## config.mk

```make
export PLATFORM = sky130hd
export DESIGN_NAME = mem_arbiter_flat
export DESIGN_NICKNAME = d
export VERILOG_FILES = /design/src/rtl/mem_arb_pkg.sv /design/src/rtl/mem_arbiter_if.sv /design/src/rtl/bus_timer.sv /design/src/rtl/mem_arbiter.sv /design/src/flat_wrapper.sv
export SDC_FILE = /design/constraint.sdc
export NUM_CORES = 1
export LEC_CHECK = 0
export ABC_AREA = 1
export BUFFER_PORTS_ARGS = -buffer_cell sky130_fd_sc_hd__buf_2
export CORE_AREA = 4 4 131 133
export DETAILED_ROUTE_END_ITERATION = 10
export DIE_AREA = 0 0 135 137
export PLACE_DENSITY = 0.57
export SLEW_MARGIN = 20
export SYNTH_ARGS = -nofsm -noshare
export SYNTH_HDL_FRONTEND = slang
export SYNTH_HIERARCHICAL = 1
export SYNTH_SLANG_ARGS = --single-unit
```

## constraint.sdc

```tcl
create_clock -name clk -period 3.1 [get_ports clk]
set_input_delay 0 -clock clk [delete_from_list [all_inputs] [get_ports clk]]
set_output_delay 0 -clock clk [all_outputs]
set_load 0.01 [all_outputs]
```

## src/rtl/mem_arb_pkg.sv

```systemverilog
`default_nettype none
// ============================================================================
//  Module      : mem_arb_pkg
//  Description : Shared definitions for the two-master memory arbiter:
//                arbiter state encoding, bus widths and default timeout.
//                Imported by the arbiter RTL, the SoC top level and benches.
//  Revision    : 1.0 - initial release
// ============================================================================
package mem_arb_pkg;

    localparam int unsigned c_ADDR_W                 = 32;
    localparam int unsigned c_DATA_W                 = 32;
    localparam int unsigned c_STRB_W                 = 4;
    localparam int unsigned c_DEFAULT_TIMEOUT_CYCLES = 255;
    localparam int unsigned c_DEFAULT_TIMER_W        = 8;

    // Arbiter grant state; explicit 2-bit encoding.
    typedef enum logic [1:0] {
        IDLE = 2'd0,
        GNT0 = 2'd1,
        GNT1 = 2'd2
    } arb_state_t;

endpackage : mem_arb_pkg
`default_nettype wire

```

## src/rtl/mem_arbiter_if.sv

```systemverilog
`default_nettype none
// ============================================================================
//  Module      : mem_arbiter_if
//  Description : Simple valid/ready memory bus used on both sides of the
//                arbiter.
//                  valid  - request          (requester -> responder)
//                  addr   - byte address     (requester -> responder)
//                  wdata  - write data       (requester -> responder)
//                  wstrb  - byte strobes, 0 = read (requester -> responder)
//                  ready  - transfer done    (responder -> requester)
//                  rdata  - read data        (responder -> requester)
//                modport master : requester side
//                modport slave  : responder side
//  Revision    : 1.0 - initial release
// ============================================================================
interface mem_arbiter_if;
    import mem_arb_pkg::*;

    logic                valid;
    logic                ready;
    logic [c_ADDR_W-1:0] addr;
    logic [c_DATA_W-1:0] wdata;
    logic [c_STRB_W-1:0] wstrb;
    logic [c_DATA_W-1:0] rdata;

    modport master (output valid, addr, wdata, wstrb, input  ready, rdata);
    modport slave  (input  valid, addr, wdata, wstrb, output ready, rdata);

endinterface : mem_arbiter_if
`default_nettype wire

```

## src/rtl/bus_timer.sv

```systemverilog
`default_nettype none
// ============================================================================
//  Module      : bus_timer
//  Description : Transfer timeout counter. Cleared by clr, counts up while
//                en is high, and flags expired once the count reaches
//                TIMEOUT_CYCLES. Holds at the limit until cleared.
//  Ports       : clk, rst (sync, active high)
//                clr     - restart count from 0
//                en      - count this cycle
//                expired - count == TIMEOUT_CYCLES
//  Revision    : 1.0 - initial release
// ============================================================================
module bus_timer
    import mem_arb_pkg::*;
#(
    parameter int TIMEOUT_CYCLES = c_DEFAULT_TIMEOUT_CYCLES,
    parameter int TIMER_W        = c_DEFAULT_TIMER_W
) (
    input  wire logic clk,
    input  wire logic rst,
    input  wire logic clr,
    input  wire logic en,
    output logic      expired
);

    localparam logic [TIMER_W-1:0] c_LIMIT = TIMER_W'(TIMEOUT_CYCLES);

    logic [TIMER_W-1:0] r_count;

    always_ff @(posedge clk) begin
        if (rst || clr) begin
            r_count <= '0;
        end else if (en && !expired) begin
            r_count <= r_count + 1'b1;
        end
    end

    assign expired = (r_count == c_LIMIT);

endmodule : bus_timer
`default_nettype wire

```

## src/rtl/mem_arbiter.sv

```systemverilog
`default_nettype none
// ============================================================================
//  Module      : mem_arbiter
//  Description : Two-master round-robin memory arbiter with a registered
//                grant, combinational datapath muxing and a transfer
//                timeout that raises a sticky bus error.
//  Ports       : clk, rst      - clock, synchronous active-high reset
//                m0, m1        - requester buses (slave modport)
//                mem           - downstream memory bus (master modport)
//                err_clr       - clears bus_err
//                bus_err       - sticky timeout flag
//                bus_err_addr  - address of first timed-out transfer
//  Revision    : 1.0 - initial release
// ============================================================================
module mem_arbiter
    import mem_arb_pkg::*;
#(
    parameter int TIMEOUT_CYCLES = c_DEFAULT_TIMEOUT_CYCLES,
    parameter int TIMER_W        = c_DEFAULT_TIMER_W
) (
    input  wire logic          clk,
    input  wire logic          rst,
    mem_arbiter_if.slave       m0,
    mem_arbiter_if.slave       m1,
    mem_arbiter_if.master      mem,
    input  wire logic          err_clr,
    output logic               bus_err,
    output logic [c_ADDR_W-1:0] bus_err_addr
);

    arb_state_t          r_state;
    arb_state_t          w_next_state;
    logic                r_last;        // 1: m1 served last, 0: m0
    logic                w_next_last;
    logic                r_bus_err;
    logic [c_ADDR_W-1:0] r_bus_err_addr;

    logic                w_granted;
    logic                w_gnt_valid;
    logic [c_ADDR_W-1:0] w_gnt_addr;
    logic                w_expired;
    logic                w_timeout;
    logic                w_resp;
    logic [c_DATA_W-1:0] w_resp_data;

    assign w_granted = (r_state != IDLE);

    bus_timer #(
        .TIMEOUT_CYCLES (TIMEOUT_CYCLES),
        .TIMER_W        (TIMER_W)
    ) u_bus_timer (
        .clk     (clk),
        .rst     (rst),
        .clr     (!w_granted),
        .en      (w_gnt_valid && !mem.ready),
        .expired (w_expired)
    );

    always_ff @(posedge clk) begin
        if (rst) begin
            r_state <= IDLE;
            r_last  <= 1'b1;
        end else begin
            r_state <= w_next_state;
            r_last  <= w_next_last;
        end
    end

    always_comb begin
        w_next_state = r_state;
        w_next_last  = r_last;
        w_gnt_valid  = 1'b0;
        w_gnt_addr   = '0;
        mem.valid    = 1'b0;
        mem.addr     = '0;
        mem.wdata    = '0;
        mem.wstrb    = '0;
        m0.ready     = 1'b0;
        m0.rdata     = '0;
        m1.ready     = 1'b0;
        m1.rdata     = '0;

        case (r_state)
            IDLE: begin
                if (m0.valid && m1.valid) begin
                    w_next_state = r_last ? GNT0 : GNT1;
                end else if (m0.valid) begin
                    w_next_state = GNT0;
                end else if (m1.valid) begin
                    w_next_state = GNT1;
                end
            end
            GNT0: begin
                w_gnt_valid = m0.valid;
                w_gnt_addr  = m0.addr;
                mem.valid   = m0.valid;
                mem.addr    = m0.addr;
                mem.wdata   = m0.wdata;
                mem.wstrb   = m0.wstrb;
            end
            GNT1: begin
                w_gnt_valid = m1.valid;
                w_gnt_addr  = m1.addr;
                mem.valid   = m1.valid;
                mem.addr    = m1.addr;
                mem.wdata   = m1.wdata;
                mem.wstrb   = m1.wstrb;
            end
            default: w_next_state = IDLE;
        endcase

        // A slave response in the timeout cycle wins over the timeout.
        w_resp      = w_gnt_valid && (mem.ready || w_expired);
        w_timeout   = w_gnt_valid && !mem.ready && w_expired;
        w_resp_data = mem.ready ? mem.rdata : '0;

        if (w_granted) begin
            if (!w_gnt_valid) begin
                // Requester withdrew mid-transfer: abandon silently.
                w_next_state = IDLE;
            end else if (w_resp) begin
                w_next_state = IDLE;
                w_next_last  = (r_state == GNT1);
            end
        end

        if (r_state == GNT0) begin
            m0.ready = w_resp;
            m0.rdata = w_resp ? w_resp_data : '0;
        end
        if (r_state == GNT1) begin
            m1.ready = w_resp;
            m1.rdata = w_resp ? w_resp_data : '0;
        end

        // Registered state is still stale in the first reset cycle.
        if (rst) begin
            mem.valid = 1'b0;
            mem.addr  = '0;
            mem.wdata = '0;
            mem.wstrb = '0;
            m0.ready  = 1'b0;
            m0.rdata  = '0;
            m1.ready  = 1'b0;
            m1.rdata  = '0;
        end
    end

    // A timeout always (re)loads the address when the flag is being
    // cleared in the same cycle, so the reported address is never stale.
    always_ff @(posedge clk) begin
        if (rst) begin
            r_bus_err      <= 1'b0;
            r_bus_err_addr <= '0;
        end else if (w_timeout) begin
            r_bus_err <= 1'b1;
            if (!r_bus_err || err_clr) begin
                r_bus_err_addr <= w_gnt_addr;
            end
        end else if (err_clr) begin
            r_bus_err <= 1'b0;
        end
    end

    assign bus_err      = r_bus_err && !rst;
    assign bus_err_addr = rst ? '0 : r_bus_err_addr;

endmodule : mem_arbiter
`default_nettype wire

```

## src/flat_wrapper.sv

```systemverilog
// flat-port wrapper written by rule: the top's interface ports become plain ports
module mem_arbiter_flat import mem_arb_pkg::*;
#(
    parameter int TIMEOUT_CYCLES = c_DEFAULT_TIMEOUT_CYCLES,
    parameter int TIMER_W        = c_DEFAULT_TIMER_W
)
  (clk, rst, err_clr, bus_err, bus_err_addr, m0_valid, m0_addr, m0_wdata, m0_wstrb, m0_ready, m0_rdata, m1_valid, m1_addr, m1_wdata, m1_wstrb, m1_ready, m1_rdata, mem_valid, mem_addr, mem_wdata, mem_wstrb, mem_ready, mem_rdata);
  mem_arbiter_if m0_i ();
  mem_arbiter_if m1_i ();
  mem_arbiter_if mem_i ();
  input  wire logic clk;
  input  wire logic rst;
  input  wire logic err_clr;
  output logic bus_err;
  output logic [c_ADDR_W-1:0] bus_err_addr;
  input wire logic [$bits(m0_i.valid)-1:0] m0_valid;
  input wire logic [$bits(m0_i.addr)-1:0] m0_addr;
  input wire logic [$bits(m0_i.wdata)-1:0] m0_wdata;
  input wire logic [$bits(m0_i.wstrb)-1:0] m0_wstrb;
  output wire logic [$bits(m0_i.ready)-1:0] m0_ready;
  output wire logic [$bits(m0_i.rdata)-1:0] m0_rdata;
  input wire logic [$bits(m1_i.valid)-1:0] m1_valid;
  input wire logic [$bits(m1_i.addr)-1:0] m1_addr;
  input wire logic [$bits(m1_i.wdata)-1:0] m1_wdata;
  input wire logic [$bits(m1_i.wstrb)-1:0] m1_wstrb;
  output wire logic [$bits(m1_i.ready)-1:0] m1_ready;
  output wire logic [$bits(m1_i.rdata)-1:0] m1_rdata;
  output wire logic [$bits(mem_i.valid)-1:0] mem_valid;
  output wire logic [$bits(mem_i.addr)-1:0] mem_addr;
  output wire logic [$bits(mem_i.wdata)-1:0] mem_wdata;
  output wire logic [$bits(mem_i.wstrb)-1:0] mem_wstrb;
  input wire logic [$bits(mem_i.ready)-1:0] mem_ready;
  input wire logic [$bits(mem_i.rdata)-1:0] mem_rdata;
  assign m0_i.valid = m0_valid;
  assign m0_i.addr = m0_addr;
  assign m0_i.wdata = m0_wdata;
  assign m0_i.wstrb = m0_wstrb;
  assign m0_ready = m0_i.ready;
  assign m0_rdata = m0_i.rdata;
  assign m1_i.valid = m1_valid;
  assign m1_i.addr = m1_addr;
  assign m1_i.wdata = m1_wdata;
  assign m1_i.wstrb = m1_wstrb;
  assign m1_ready = m1_i.ready;
  assign m1_rdata = m1_i.rdata;
  assign mem_valid = mem_i.valid;
  assign mem_addr = mem_i.addr;
  assign mem_wdata = mem_i.wdata;
  assign mem_wstrb = mem_i.wstrb;
  assign mem_i.ready = mem_ready;
  assign mem_i.rdata = mem_rdata;
  mem_arbiter #(.TIMEOUT_CYCLES(TIMEOUT_CYCLES), .TIMER_W(TIMER_W)) u_core (.clk(clk), .rst(rst), .m0(m0_i), .m1(m1_i), .mem(mem_i), .err_clr(err_clr), .bus_err(bus_err), .bus_err_addr(bus_err_addr));
endmodule
```

; Word level (Yosys, flattened, before mapping)
; Index checks and enable logic that the tools add are counted.
[totals]
output_inout_bits = 168
in_bits = 174
romBits = 0
elab_cells = 58
register_bits = 44
ram_bits = 0
latchBits = 0
mem_count = 0
[op_classes]
reduce_logical = 20
multipliers = 0
n_bitwise = 0
n_mux = 29
add_sub_neg = 1
n_shift = 0
n_eq_ne = 3
div_mod_pow = 0
n_lt_le_gt_ge = 0
[op_table]
columns = cell, count
row1 = $mux W32, 9
row2 = $pmux W32 S2, 2
row3 = $mux W2, 7
row4 = $add A8 B1 Y8 const B, 1
row5 = $eq A8 B8 Y1 const B, 1
row6 = $pmux W4 S2, 1
row7 = $mux W1, 7
row8 = $logic_and A1 B1 Y1, 6
row9 = $logic_not A1 Y1, 5
row10 = $mux W4, 1
row11 = $pmux W2 S2, 1
row12 = $reduce_bool A2 Y1, 2
row13 = $logic_or A1 B1 Y1, 3
row14 = $reduce_and A3 Y1, 1
row15 = $eq A2 B1 Y1 const B, 1
row16 = $eq A2 B2 Y1 const B, 1
row17 = $logic_not A2 Y1, 1
row18 = $pmux W1 S2, 1
row19 = $reduce_and A2 Y1, 1
row20 = $reduce_or A2 Y1, 1

; Logic depth before layout (Yosys ltp)
[depth]
ltp_word = 7
mapped_depth = 15
depth_no_buf = 13

; Modules after synthesis
; The synthesis kept the hierarchy.
[by_module_without_submodules]
columns = mod, area_per_inst_um2, cells_per_inst, n_inst, seq_area_each_um2
row1 = mem_arbiter, 3417.0, 635, 1, 720.7
row2 = bus_timer, 456.7, 72, 1, 160.2

; Worst setup path after synthesis
; Ideal clock, no wire load.
[synth_path]
path_kind = register -> register
startpoint = register u_core.r_state[0]
endpoint = register u_core.u_bus_timer.r_count[5]
setup_ps = 115
path_buffers = 2
t_required_ps = 2985
setup_slack_ps = 1395
period_less_slack_ps = 1705
arrival_ps = 1590
path_stages_with_launch = 14
path_cell_list = dfxtp_1 inv_1 ha_1 buf_2 nand3_1 inv_1 buf_4 nand2_1 inv_1 nand2_1 nor2_1 nand3_1 nand2_1 nor2_1
[synth_between]
elab_chain_len = 4
word_cells_on_any_way = 8
cone_classes = eq/ne: 2 / mux: 1 / reduce/logical: 5
[synth_rtl]
columns = element, line_no
row1 = "start, declared", mem_arbiter.sv:31  ; arb_state_t r_state;
row2 = "start signal, assigned", mem_arbiter.sv:64  ; r_state <= w_next_state;
row3 = $eq A2 B2 Y1 / $eq A2 B1 Y1 (equally long branches), mem_arbiter.sv:83  ; case (r_state)
row4 = $pmux W1 S2, mem_arbiter.sv:83
row5 = $logic_and A1 B1 Y1, mem_arbiter.sv:55  ; .en (w_gnt_valid && !mem.ready),
row6 = $logic_and A1 B1 Y1, bus_timer.sv:33  ; end else if (en && !expired) begin
row7 = "end signal, assigned", bus_timer.sv:34  ; r_count <= r_count + 1'b1;
row8 = "end, declared", bus_timer.sv:28  ; logic [TIMER_W-1:0] r_count;
; Parallel ways exist; a longest one is shown, timed or not.
; A chain may end at the register's enable or synchronous reset.

; Final worst setup path
[layout_path]
startpoint = register u_core.r_state[0]
endpoint = output port mem_addr[26]
[layout_between]
elab_chain_len = 3
word_cells_on_any_way = 4
cone_classes = eq/ne: 2 / mux: 2
[layout_rtl]
columns = element, line_no
row1 = $eq A2 B2 Y1 / $eq A2 B1 Y1 (equally long branches), mem_arbiter.sv:83
row2 = $pmux W32 S2 *, mem_arbiter.sv:83
row3 = $mux W32 *, mem_arbiter.sv:137  ; if (rst) begin
row4 = "end, declared", flat_wrapper.sv:29  ; output wire logic [$bits(mem_i.addr)-1:0] mem_addr;
; Every way passes the cells marked *; elsewhere a longest branch is shown, timed or not.

==> flow_metrics.env <==
export IMPL_status="finished clean"
export IMPL_async_flop_share_pct=0
export IMPL_antenna_found_initial=2
export IMPL_arrival_ns=2.38
export IMPL_cts_tree="done"
export IMPL_worst_r2r_setup_slack_ns=0.76
export IMPL_ios=342
export IMPL_final_hold_violation_count=0
export IMPL_h_tree_depth=2
export IMPL_drive_gt1_share_pct=37.0
export IMPL_crit_chain="inv_1, ha_1, nand2_2, buf_4, a21oi_1, buf_2"
export IMPL_track_usage_pct=16.6
export IMPL_r2r_start="u_core/u_bus_timer/r_count[0]"
export IMPL_ys_types=28
export IMPL_fin_tns_setup_ns=0
export IMPL_slew_headroom_pct=50.6
export IMPL_synthCells=707
export IMPL_rsz0062_at_grt="no"
export IMPL_overflow=0
export IMPL_drtIter0Drc=283
export IMPL_grt_pass1_wl_um=25000
export IMPL_synthFlopType="dfxtp_1"
export IMPL_antenna_left=0
export IMPL_setup_violations=0
export IMPL_synth_edf_count=0
export IMPL_synth_largest_area_cell="dfxtp_1"
export IMPL_tightest_slew_ns=0.741
export IMPL_cap_violations=0
export IMPL_hold_slack_ns=0.122
export IMPL_area_growth_pct=49.3
export IMPL_rr_worst_depth=10
export IMPL_endpoint="mem_addr[26]"
export IMPL_critPathCaptureType="output pin"
export IMPL_crit_slowest_cell="ha_1"
export IMPL_switching_share_pct=36.1
export IMPL_yosysTopAreaCellShare_pct=22.7
export IMPL_crit_start="u_core/r_state[0]"
export IMPL_synthTopCellsByArea="dfxtp_1, nand2_1, nor2_1, a21oi_1, a22o_1"
export IMPL_num_antenna_cells=0
export IMPL_regToRegEndpoint="u_core/r_bus_err_addr[16]"
export IMPL_die_area_um2=18500
export IMPL_leakage_nw=3.12
export IMPL_cts_root_buf="clkbuf_16"
export IMPL_critPathKind="flop to output pin"
export IMPL_cts_resized=0
export IMPL_netlist_area_um2=3870
export IMPL_rows=46
export IMPL_syn_avg_cell_area_um2=5.48
export IMPL_cts_sinks=44
export IMPL_clock_latency_ns=0.28
export IMPL_initial_utilization_pct=24.5
export IMPL_route_detailed_drc=0
export IMPL_hold_path_class="input pin to flop"
export IMPL_pwr_share_comb_pct=38.0
export IMPL_yosys_warnings=6
export IMPL_coreArea_um2=15800
export IMPL_final_max_slew_viol_count=0
export IMPL_num_fill_cells=1824
export IMPL_grt_pass1_vias=4819
export IMPL_holdBufCountCts=0
export IMPL_synth_nets=885
export IMPL_seq_power_share_pct=29.9
export IMPL_wl_per_cell_um=13.5
export IMPL_fmax_mhz=420
export IMPL_yosys_top_cells_count="nand2_1, nor2_1, a21oi_1"
export IMPL_clockBufferDepth=2
export IMPL_final_period_utilization_pct=76.7
export IMPL_synth_seq_cells=44
export IMPL_post_cts_buffers=0
export IMPL_path_clk_slew_ns=0.06
export IMPL_power_density_nw_per_um2=333
export IMPL_cp_max_fo=29
export IMPL_gp_congestion=0.895
export IMPL_grt_max_degree=71
export IMPL_ir_drop_mv=0.234
export IMPL_chipHeight_um=137
export IMPL_drt_total_wl_um=16600
export IMPL_p_clk_share_pct=32.1
export IMPL_max_stage_delay_ns=0.55
export IMPL_die_x_um=135
export IMPL_numCtsBuffers=5
export IMPL_vias=5255
export IMPL_first_pass_iters=5
export IMPL_synth_seq_area_share_pct=22.7
export IMPL_yosysMostFrequentCell="nand2_1"
export IMPL_period_minus_slack_ns=2.38
export IMPL_dp_hpwl_um=13300
export IMPL_port_buffers=341
export IMPL_intPower_mw=1.23
export IMPL_p_sw_mw=0.696
export IMPL_nets=1190
export IMPL_cp_start_kind="flop"
export IMPL_required_ns=3.10
export IMPL_routed_via_density=4.28
export IMPL_clock_skew_ns=0.00772
[placed cells by master, fill, tap and decap left out]
cell type	n
a21oi_1	61
a22o_1	23
buf_2	341
buf_4	8
bufinv_16	1
clkbuf_16	5
clkbuf_8	1
clkinv_1	2
clkinv_4	1
dfxtp_1	44
ha_1	2
ha_2	2
inv_1	51
inv_2	1
nand2_1	224
nand2_2	5
nand2_4	3
nand3_1	7
nand3_2	1
nand3b_1	1
nand3b_2	1
nand4_1	4
nand4_4	1
nor2_1	203
nor2_2	2
nor2_4	1
nor2_8	1
nor3_1	2
o21ai_0	5
o21bai_1	9
[critical path: cells and delay by family, from the launching register on]
kind / cells / cell delay, ns
simple gates: 1 / 0.44
buf+inv: 3 / 0.60
flops: 1 / 0.35
compound gates: 1 / 0.15
fa+ha+maj: 1 / 0.55
[metal layers]
metal  up-vias  global-route usage [%]  wire length, um
li1       2790                       -                -
met1      2257                    21.3             7170
met2       180                    28.0             7920
met3        24                    4.12             1240
met4         4                    4.37              297
met5         -                       0               21
[cell type report]
class	count	area [um2]	area share (%)
Clock buffer	6	139	2.40
Clock inverter	2	38.8	0.671
Inverter	54	203	3.50
Multi-Input combinational cell	558	2490	43.0
Sequential cell	44	881	15.2
Tap cell	216	270	4.67
Timing Repair Buffer	349	1770	30.5
[how the worst min path moves through the flow]
stage / depth (start not counted) / to / slack, ns / start
2_1_floorplan: 2 / m0_rdata[0] / 0.12 / mem_rdata[0]
3_3_place_gp: 4 / mem_wdata[19] / 0.32 / m1_wdata[19]
5_1_grt: 4 / u_core/r_bus_err / 0.13 / err_clr
6_report: 4 / u_core/r_bus_err / 0.12 / err_clr
3_5_place_dp: 4 / mem_wdata[19] / 0.33 / m1_wdata[19]
4_1_cts: 4 / u_core/r_bus_err / 0.11 / err_clr
[logic make-up (layout without fill, tap and decap cells)]
kind of cell	count (synthesis)	in the layout	synth area share, %
compound gates	98	98	15.5
fa+ha+maj	4	4	1.29
buf+inv	105	411	13.3
flops	44	44	22.7
simple gates	456	456	47.2
[power by group through the flow]
stage	Sequential, mW	Combinational [mW]	Clock [mW]
2_1_floorplan	0.587	0.472	0
3_3_place_gp	0.588	0.740	0
3_5_place_dp	0.588	0.737	0
4_1_cts	0.575	0.739	0.639
5_1_grt	0.576	0.821	0.664
6_report	0.575	0.731	0.619
[through the flow]
step                      util [%]  setup slack [ns]  area (um2)  total power [mW]  instances
after floorplan                  -              1.39        3870              1.06        707
after global placement        35.4             0.871        5610              1.33       1221
after detailed placement      35.4             0.763        5610              1.32       1221
after CTS                     36.5             0.691        5780              1.95       1229
after global routing          36.5             0.478        5780              2.06       1229
final                         36.5             0.721        5780              1.92       1229
[state kept, by name, summed over array words and instances (netlist names)]
| register | count |
|---|---|
| u_core/r_bus_err_addr | 32 |
| u_core/u_bus_timer/r_count | 8 |
| u_core/r_state | 2 |
| u_core/r_bus_err | 1 |
| u_core/r_last | 1 |
Power figures use the tool's default switching activity.
